$ cat config.mk
export PLATFORM = sky130hd
export DESIGN_NAME = sha256d_nonce_scheduler_flat
export DESIGN_NICKNAME = d
export VERILOG_FILES = /design/src/rtl/sha256d_nonce_scheduler_if.sv /design/src/rtl/sha256d_nonce_scheduler.sv /design/src/flat_wrapper.sv
export SDC_FILE = /design/constraint.sdc
export NUM_CORES = 1
export LEC_CHECK = 0
export BUFFER_PORTS_ARGS = -buffer_cell sky130_fd_sc_hd__buf_2
export CORE_ASPECT_RATIO = 1.1
export CORE_UTILIZATION = 55
export DETAILED_ROUTE_END_ITERATION = 12
export PLACE_DENSITY = 0.77
export SLEW_MARGIN = 20
export SYNTH_ARGS = -nofsm -noshare
export SYNTH_HDL_FRONTEND = slang
export SYNTH_SLANG_ARGS = --single-unit
$ cat constraint.sdc
create_clock -name ACLK -period 8.9 [get_ports ACLK]
set_clock_uncertainty 0.2 [all_clocks]
set_input_delay 1.335 -clock ACLK [delete_from_list [all_inputs] [get_ports ACLK]]
set_output_delay 1.335 -clock ACLK [all_outputs]
set_load 0.02 [all_outputs]
$ cat src/rtl/sha256d_nonce_scheduler_if.sv
// sha256d_nonce_scheduler_if: issue/completion bus between the nonce scheduler and the core array.
interface sha256d_nonce_scheduler_if #(
   parameter int NUM_CORES = 4,
   parameter int NONCE_W   = 32
);
   logic [NUM_CORES-1:0] core_start;
   logic [NONCE_W-1:0]   core_nonce;
   logic [NUM_CORES-1:0] core_done;
   logic [NUM_CORES-1:0] core_hit;
   modport master (output core_start, core_nonce, input core_done, core_hit);
   modport slave  (input core_start, core_nonce, output core_done, core_hit);
endinterface

$ cat src/rtl/sha256d_nonce_scheduler.sv
// sha256d_nonce_scheduler: round-robin nonce dispatch to NUM_CORES sha256d cores, first-hit capture and completion pulse.
module sha256d_nonce_scheduler #(
   parameter int NUM_CORES = 4,
   parameter int NONCE_W   = 32
) (
   input  logic                ACLK,
   input  logic                ARESET,
   input  logic                start,
   input  logic                abort,
   input  logic [NONCE_W-1:0]  nonce_first,
   input  logic [NONCE_W-1:0]  nonce_last,
   sha256d_nonce_scheduler_if.master cores,
   output logic                busy,
   output logic                done_intr,
   output logic [1:0]          status,
   output logic [NONCE_W-1:0]  found_nonce,
   output logic [NONCE_W:0]    hashes_done
);
   localparam int PW = NUM_CORES > 1 ? $clog2(NUM_CORES) : 1;
   typedef enum logic [1:0] {IDLE, DISPATCH, DRAIN, FINISH} state_t;
   state_t               state;
   logic [NUM_CORES-1:0] pend, fin, hits, gnt_hot;
   logic [NONCE_W-1:0]   nxt, last;
   logic [NONCE_W-1:0]   nonce_reg [NUM_CORES];
   logic                 exhausted, gnt_ok, issue;
   logic [PW-1:0]        ptr, gnt, gnt_nxt, hit_idx;
   logic [PW:0]          idx;
   logic [NONCE_W:0]     cnt;
   assign fin     = cores.core_done & pend;
   assign hits    = fin & cores.core_hit;
   assign issue   = state == DISPATCH && !exhausted && gnt_ok && hits == '0 && !abort;
   assign gnt_hot = issue ? NUM_CORES'(1) << gnt : '0;
   assign gnt_nxt = gnt == PW'(NUM_CORES - 1) ? '0 : gnt + 1'b1;
   // ptr is the first index searched, i.e. one past the last granted core
   always_comb begin
      gnt_ok  = 1'b0;
      gnt     = '0;
      idx     = '0;
      hit_idx = '0;
      cnt     = '0;
      for (int j = 0; j < NUM_CORES; j++) begin
         idx = (PW+1)'(ptr) + (PW+1)'(j);
         idx = idx >= (PW+1)'(NUM_CORES) ? idx - (PW+1)'(NUM_CORES) : idx;
         if (!gnt_ok && !pend[idx[PW-1:0]]) begin
            gnt_ok = 1'b1;
            gnt    = idx[PW-1:0];
         end
      end
      for (int i = NUM_CORES - 1; i >= 0; i--)
         if (hits[i]) hit_idx = PW'(i);
      for (int i = 0; i < NUM_CORES; i++)
         cnt = cnt + (NONCE_W+1)'(fin[i]);
   end
   always_ff @(posedge ACLK)
      if (issue) nonce_reg[gnt] <= nxt;
   always_ff @(posedge ACLK or posedge ARESET)
      if (ARESET) begin
         state            <= IDLE;
         cores.core_start <= '0;
         cores.core_nonce <= '0;
         busy             <= 1'b0;
         done_intr        <= 1'b0;
         status           <= 2'b00;
         found_nonce      <= '0;
         hashes_done      <= '0;
         pend             <= '0;
         ptr              <= '0;
         nxt              <= '0;
         last             <= '0;
         exhausted        <= 1'b0;
      end else begin
         cores.core_start <= gnt_hot;
         done_intr        <= 1'b0;
         pend             <= (pend & ~fin) | gnt_hot;
         hashes_done      <= hashes_done + cnt;
         if (issue) begin
            cores.core_nonce <= nxt;
            ptr              <= gnt_nxt;
            if (nxt == last) exhausted <= 1'b1;
            else nxt <= nxt + 1'b1;
         end
         // first hit wins, including one that lands during drain
         if (hits != '0 && status != 2'b01) begin
            found_nonce <= nonce_reg[hit_idx];
            status      <= 2'b01;
         end
         case (state)
            IDLE: if (start) begin
               state       <= DISPATCH;
               busy        <= 1'b1;
               nxt         <= nonce_first;
               last        <= nonce_last;
               exhausted   <= nonce_first > nonce_last;
               pend        <= '0;
               hashes_done <= '0;
               status      <= 2'b00;
               found_nonce <= '0;
            end
            DISPATCH: if (hits != '0 || abort || exhausted) begin
               state <= DRAIN;
               if (hits == '0) status <= abort ? 2'b11 : 2'b10;
            end
            DRAIN: if (pend == '0) begin
               state     <= FINISH;
               done_intr <= 1'b1;
            end
            FINISH: begin
               state <= IDLE;
               busy  <= 1'b0;
            end
         endcase
      end
endmodule

$ cat src/flat_wrapper.sv
// flat-port wrapper written by rule: the top's interface ports become plain ports
module sha256d_nonce_scheduler_flat 
#(
   parameter int NUM_CORES = 4,
   parameter int NONCE_W   = 32
)
  (ACLK, ARESET, start, abort, nonce_first, nonce_last, busy, done_intr, status, found_nonce, hashes_done, cores_core_start, cores_core_nonce, cores_core_done, cores_core_hit);
  sha256d_nonce_scheduler_if #(.NUM_CORES(NUM_CORES), .NONCE_W(NONCE_W)) cores_i ();
  input  logic ACLK;
  input  logic ARESET;
  input  logic start;
  input  logic abort;
  input  logic [NONCE_W-1:0] nonce_first;
  input  logic [NONCE_W-1:0] nonce_last;
  output logic busy;
  output logic done_intr;
  output logic [1:0] status;
  output logic [NONCE_W-1:0] found_nonce;
  output logic [NONCE_W:0] hashes_done;
  output wire logic [$bits(cores_i.core_start)-1:0] cores_core_start;
  output wire logic [$bits(cores_i.core_nonce)-1:0] cores_core_nonce;
  input wire logic [$bits(cores_i.core_done)-1:0] cores_core_done;
  input wire logic [$bits(cores_i.core_hit)-1:0] cores_core_hit;
  assign cores_core_start = cores_i.core_start;
  assign cores_core_nonce = cores_i.core_nonce;
  assign cores_i.core_done = cores_core_done;
  assign cores_i.core_hit = cores_core_hit;
  sha256d_nonce_scheduler #(.NUM_CORES(NUM_CORES), .NONCE_W(NONCE_W)) u_core (.ACLK(ACLK), .ARESET(ARESET), .start(start), .abort(abort), .nonce_first(nonce_first), .nonce_last(nonce_last), .cores(cores_i), .busy(busy), .done_intr(done_intr), .status(status), .found_nonce(found_nonce), .hashes_done(hashes_done));
endmodule
; After elaboration in Yosys (flattened, before gate mapping)
; Memory sizes are Yosys's and may differ from the RTL's.
; Cells that the tools add are included.
[word_totals]
ram_bits = 128
output_inout_bits = 105
input_bits = 76
register_bits = 178
memories = 1
[op_classes]
mux = 57
n_reduce_logical = 25
n_eq_ne = 9
n_lt_le_gt_ge = 9
n_addsub = 13
bitwise = 5
n_shift = 1
[mem_list]
columns = memory, words, word_bits, read_ports, rd_ports_with_merged_regs, write_ports, line
row1 = u_core.nonce_reg, 4, 32, 1, 0, 1, sha256d_nonce_scheduler.sv:24  ; logic [NONCE_W-1:0] nonce_reg [NUM_CORES];
[op_table]
columns = cell, count
row1 = 32-bit two-way mux, 7
row2 = 33-bit by 1-bit adder with 33-bit output, 2
row3 = 33-bit two-way mux, 2
row4 = 2-bit two-way mux, 20
row5 = 33-bit adder, 1
row6 = 32-bit by 1-bit adder with 32-bit output (second input constant), 1
row7 = 32-bit == test, 1
row8 = 32-bit > comparator, 1
row9 = 1-bit two-way mux, 18
row10 = 4-bit AND, 3
row11 = 2-bit by 3-bit less-than comparator with 1-bit output (second input constant), 4
row12 = 4-bit two-way mux, 3
row13 = 3-bit >= comparator (second input constant), 3
row14 = 1-bit binary-select mux with 2-bit select, 4
row15 = 1-bit logical AND, 8
row16 = 4-bit logical NOT, 2
row17 = 2-bit case mux with 4 select lines, 1
row18 = 2-bit by 1-bit subtractor with 2-bit output (second input constant), 4
row19 = 1-bit logical NOT, 7
row20 = 2-bit by 2-bit adder with 3-bit output (second input constant), 2
row21 = 2-bit == test (second input constant), 3
row22 = 2-bit by 1-bit != test with 1-bit output (second input constant), 2
row23 = 2-bit != test (second input constant), 2
row24 = 4-bit NOT, 1
row25 = 15 further kinds, 17

; Logic depth before layout (Yosys ltp)
[logic_depth]
word_depth = 21
ltp_mapped = 11

; Least setup slack after synthesis
; OpenSTA, ideal clock, no wires.
[synth_timing]
kind = input to register
from = in cores_core_done[0]
to = reg u_core.hashes_done[32]
cell_stages = 10
slack_ns = 4.541
t_arrival_ns = 4.081
n_path_buf = 0
t_required_ns = 8.622
path_cell_list = and2_1 ha_1 fa_1 ha_1 fa_1 a21oi_1 or4b_1 or3_4 or3_1 a21oi_1
[synth_between]
elab_chain_len = 7
[synth_rtl]
columns = item, line
row1 = "start, declared", flat_wrapper.sv:22  ; input wire logic [$bits(cores_i.core_done)-1:0] cores_core_done;
row2 = 4-bit AND *, sha256d_nonce_scheduler.sv:29  ; assign fin = cores.core_done & pend;
row3 = 1-bit by 1-bit adder with 2-bit output *, sha256d_nonce_scheduler.sv:52  ; cnt = cnt + (NONCE_W+1)'(fin[i]);
row4 = 33-bit by 1-bit adder with 33-bit output * (2 in series), sha256d_nonce_scheduler.sv:52
row5 = 33-bit adder *, sha256d_nonce_scheduler.sv:75  ; hashes_done <= hashes_done + cnt;
row6 = 33-bit two-way mux, sha256d_nonce_scheduler.sv:88  ; IDLE: if (start) begin
row7 = 33-bit two-way mux *, sha256d_nonce_scheduler.sv:87  ; case (state)
row8 = "end signal, assigned", sha256d_nonce_scheduler.sv:75
row9 = "end, declared", sha256d_nonce_scheduler.sv:17  ; output logic [NONCE_W:0] hashes_done
; Every way passes the cells marked *; elsewhere a longest branch is shown, timed or not.
; A chain may end at the register's enable or synchronous reset.

; Worst setup path in the final report
[layout_timing]
from = in cores_core_done[1]
to = reg u_core.hashes_done[32]
; The elaborated chain is that of the path after synthesis.

==> results.py <==
metrics = {
    "clocking": {
        "cts_sinks": 306,
        "cts_setup_buffers": 0,
        "cts_hold_buf": 0,
        "clk_latency_ns": 0.55,
        "cts_resized": 0,
        "cts_made_buffers": 30,
        "tritoncts": "done",
        "ctsRootBufferMaster": "clkbuf_16",
        "htree_levels": 1,
        "clkTransAtPathRegs_ns": 0.06,
        "clockBufferDepth": 3,
    },
    "synth": {
        "synth_area_leaders": "dfrtp_1 (32%), edfxtp_1 (28%), mux4_2 (5.2%)",
        "synth_seq_cells": 306,
        "ys.flop_type": "dfrtp_1",
        "synth_cells": 1070,
        "synth_top_area_share_pct": 32.3,
        "yosysWarnings": 0,
        "syn_area_um2": 13800,
        "synth_nets": 1194,
        "ys_async_sr_fraction_pct": 58.2,
        "synth_edf_count": 128,
        "yosysUniqueCellTypes": 57,
        "yosysSeqAreaShare_pct": 60.2,
        "yosysTopAreaCell": "dfrtp_1",
        "synth_most_common_cell": "dfrtp_1",
        "ys_top_cells_by_count": "dfrtp_1 (178), edfxtp_1 (128), nand2_1 (80)",
        "syn_area_per_cell_um2": 12.9,
    },
    "critical_path": {
        "path_delay_family": "simple AND/OR/NAND/NOR gates",
        "start_kind": "primary input",
        "end_kind": "register",
        "startpoint": "cores_core_done[1]",
        "critPathBufInv": 1,
        "timing.rr.start": "u_core.pend[1]",
        "critical_path_required_ns": 9.17,
        "crit_type": "in -> reg",
        "worstPathCellList": "buf_2 -> and2_1 -> ha_1 -> fa_1 -> ha_1 -> fa_1 -> a21oi_1 -> or4b_1 -> or3_4 -> or3_1 -> a21oi_1",
        "cp_max_fo": 5,
        "cpPeakStageDelay_ns": 0.58,
        "critPathArrivalTime_ns": 4.46,
        "cpMaxStageDelayCell": "or4b_1",
    },
    "finish": {
        "utilization_pct": 65.1,
        "final_layout_size_suffix_gt1_share_pct": 25.1,
        "fin_nets": 1369,
        "area_delta_synth_final_pct": 15.9,
        "fill_cells": 1797,
        "largest_reg_flops": 128,
        "final_cells": 1584,
        "design_area_um2": 16000,
    },
    "floorplan": {
        "fp.dieH_um": 168,
        "coreArea_um2": 24500,
        "start_util_pct": 56.1,
        "die_area_um2": 25700,
        "rows": 60,
        "io_pins": 181,
        "die_w_um": 153,
    },
    "min_path": {
        "hp-start": "u_core.last[0]",
        "worstHoldPathType": "reg -> reg",
    },
    "run_status": {
        "status": "finished clean",
    },
    "sta": {
        "worstMarginPinSlew_ns": 0.970,
        "slew_headroom_pct": 35.1,
        "rsz0062_at_grt": "false",
        "period_share_pct": 47.1,
        "finalSetupTns_ns": 0,
        "setup_viol": 0,
        "slew_viol_final": 0,
        "fin_crit_ns": 4.19,
        "fmax_mhz": 239,
        "hold_viol": 0,
    },
    "drt": {
        "finalWirelength_um": 31600,
        "dr.first_iter.drc_count": 655,
        "drc_errors": 0,
        "dr_total_vias": 9167,
        "routedWlPerCell_um": 20.0,
        "ant_nets": 0,
        "viasPerCell": 5.79,
        "firstDrtPassIters": 5,
    },
    "power_and_ir_drop": {
        "leakage_nw": 6.95,
        "ir_drop_mv": 0.128,
        "power.density_nw_per_um2": 292,
    },
    "global_route": {
        "antenna_found_initial": 6,
        "grt_pass1_wl_um": 50600,
        "track_usage_pct": 25.3,
        "grt_overflow_total": 0,
        "grt_pass1_vias": 9309,
        "grt_max_degree": 108,
    },
    "placement": {
        "gp_congestion": 0.878,
        "port-buffer-count": 180,
        "hpwl_um": 22000,
        "placed_area_um2": 15000,
        "dpl.cell_count": 1523,
    },
    "run": {
        "drv_cap": 0,
    },
}
==> cell families (layout without fill, tap and decap cells) <==
family / after synthesis / after routing / synth area share (%)
other: 0 / 5 / 0
adder cells (fa/ha/maj): 48 / 48 / 4.47
flip-flops: 306 / 306 / 60.2
multiplexers: 70 / 70 / 8.31
AO/OA/AOI/OAI: 185 / 185 / 8.70
buffers and inverters: 97 / 296 / 2.82
AND/OR/NAND/NOR: 288 / 288 / 10.7
XOR/XNOR: 76 / 76 / 4.83
==> area by class of cell <==
class	count	area, µm²	share of cell area (%)
repair buffers	193	998	6.25
clock buffers	39	826	5.17
multi-input cells	667	5120	32.0
well taps	310	388	2.43
inverters	47	184	1.15
flip-flops and latches	306	8300	51.9
clock inverters	17	158	0.987
diodes	5	12.5	0.0783
==> power breakdown <==
group | leakage [nW] | total, mW | switching [mW] | internal [mW]
sequential | 3.41 | 2.22 | 0.358 | 1.87
clock | 0.479 | 1.25 | 0.517 | 0.737
combinational | 3.06 | 1.19 | 0.718 | 0.475
total | 6.95 | 4.67 | 1.59 | 3.08
==> worst paths after layout <==
path                                                to  slack (ns)  cells after the start
worst min register to register          u_core.last[0]        0.29                      2
min in group asynchronous        u_core.hashes_done[5]        0.73                      2
worst max-delay path            u_core.hashes_done[32]        4.71                     11
worst max register to register  u_core.hashes_done[32]        5.13                     10
worst min-delay path                    u_core.last[0]        0.29                      2
max in group asynchronous        u_core.found_nonce[9]        6.30                      3
==> routing by layer <==
layer / track usage [%] / up-vias / part of all wire [%]
li1: - / 4300 / -
met1: 34.5 / 4445 / 42
met2: 40.9 / 349 / 48
met3: 5.15 / 71 / 7.6
met4: 8.83 / 2 / 3.0
met5: 0 / - / 0.044
==> placed cells by master (no fill, tap or decap), types with 32 or more instances in the layout <==
master,netlist,layout
nand3_1,38,38
a22o_1,32,32
o21ai_0,67,67
dfrtp_1,178,178
xor2_1,57,57
mux4_2,32,32
inv_1,47,46
buf_2,10,180
nor2_1,54,52
ha_1,46,46
edfxtp_1,128,128
nand2_1,80,78
mux2_2,35,35
==> worst reg2reg max path, stage by stage, from the launching register on <==
cell and delay, ns:
dfrtp_1 0.46, and2_1 0.20, ha_1 0.29, fa_1 0.50, ha_1 0.18, fa_1 0.22, a21oi_1 0.14, or4b_1 0.58
or3_4 0.42, or3_1 0.35, a21oi_1 0.15
==> metrics by stage <==
step	hold slack (ns)	setup slack (ns)	power, mW
after global placement	0.281	4.19	3.38
after global routing	0.311	4.61	4.90
after CTS	0.300	4.71	4.69
final	0.294	4.71	4.67
after detailed placement	0.285	4.15	3.43
after floorplan	0.266	2.53	2.96
Note: power is estimated with default switching activity, not from simulation.
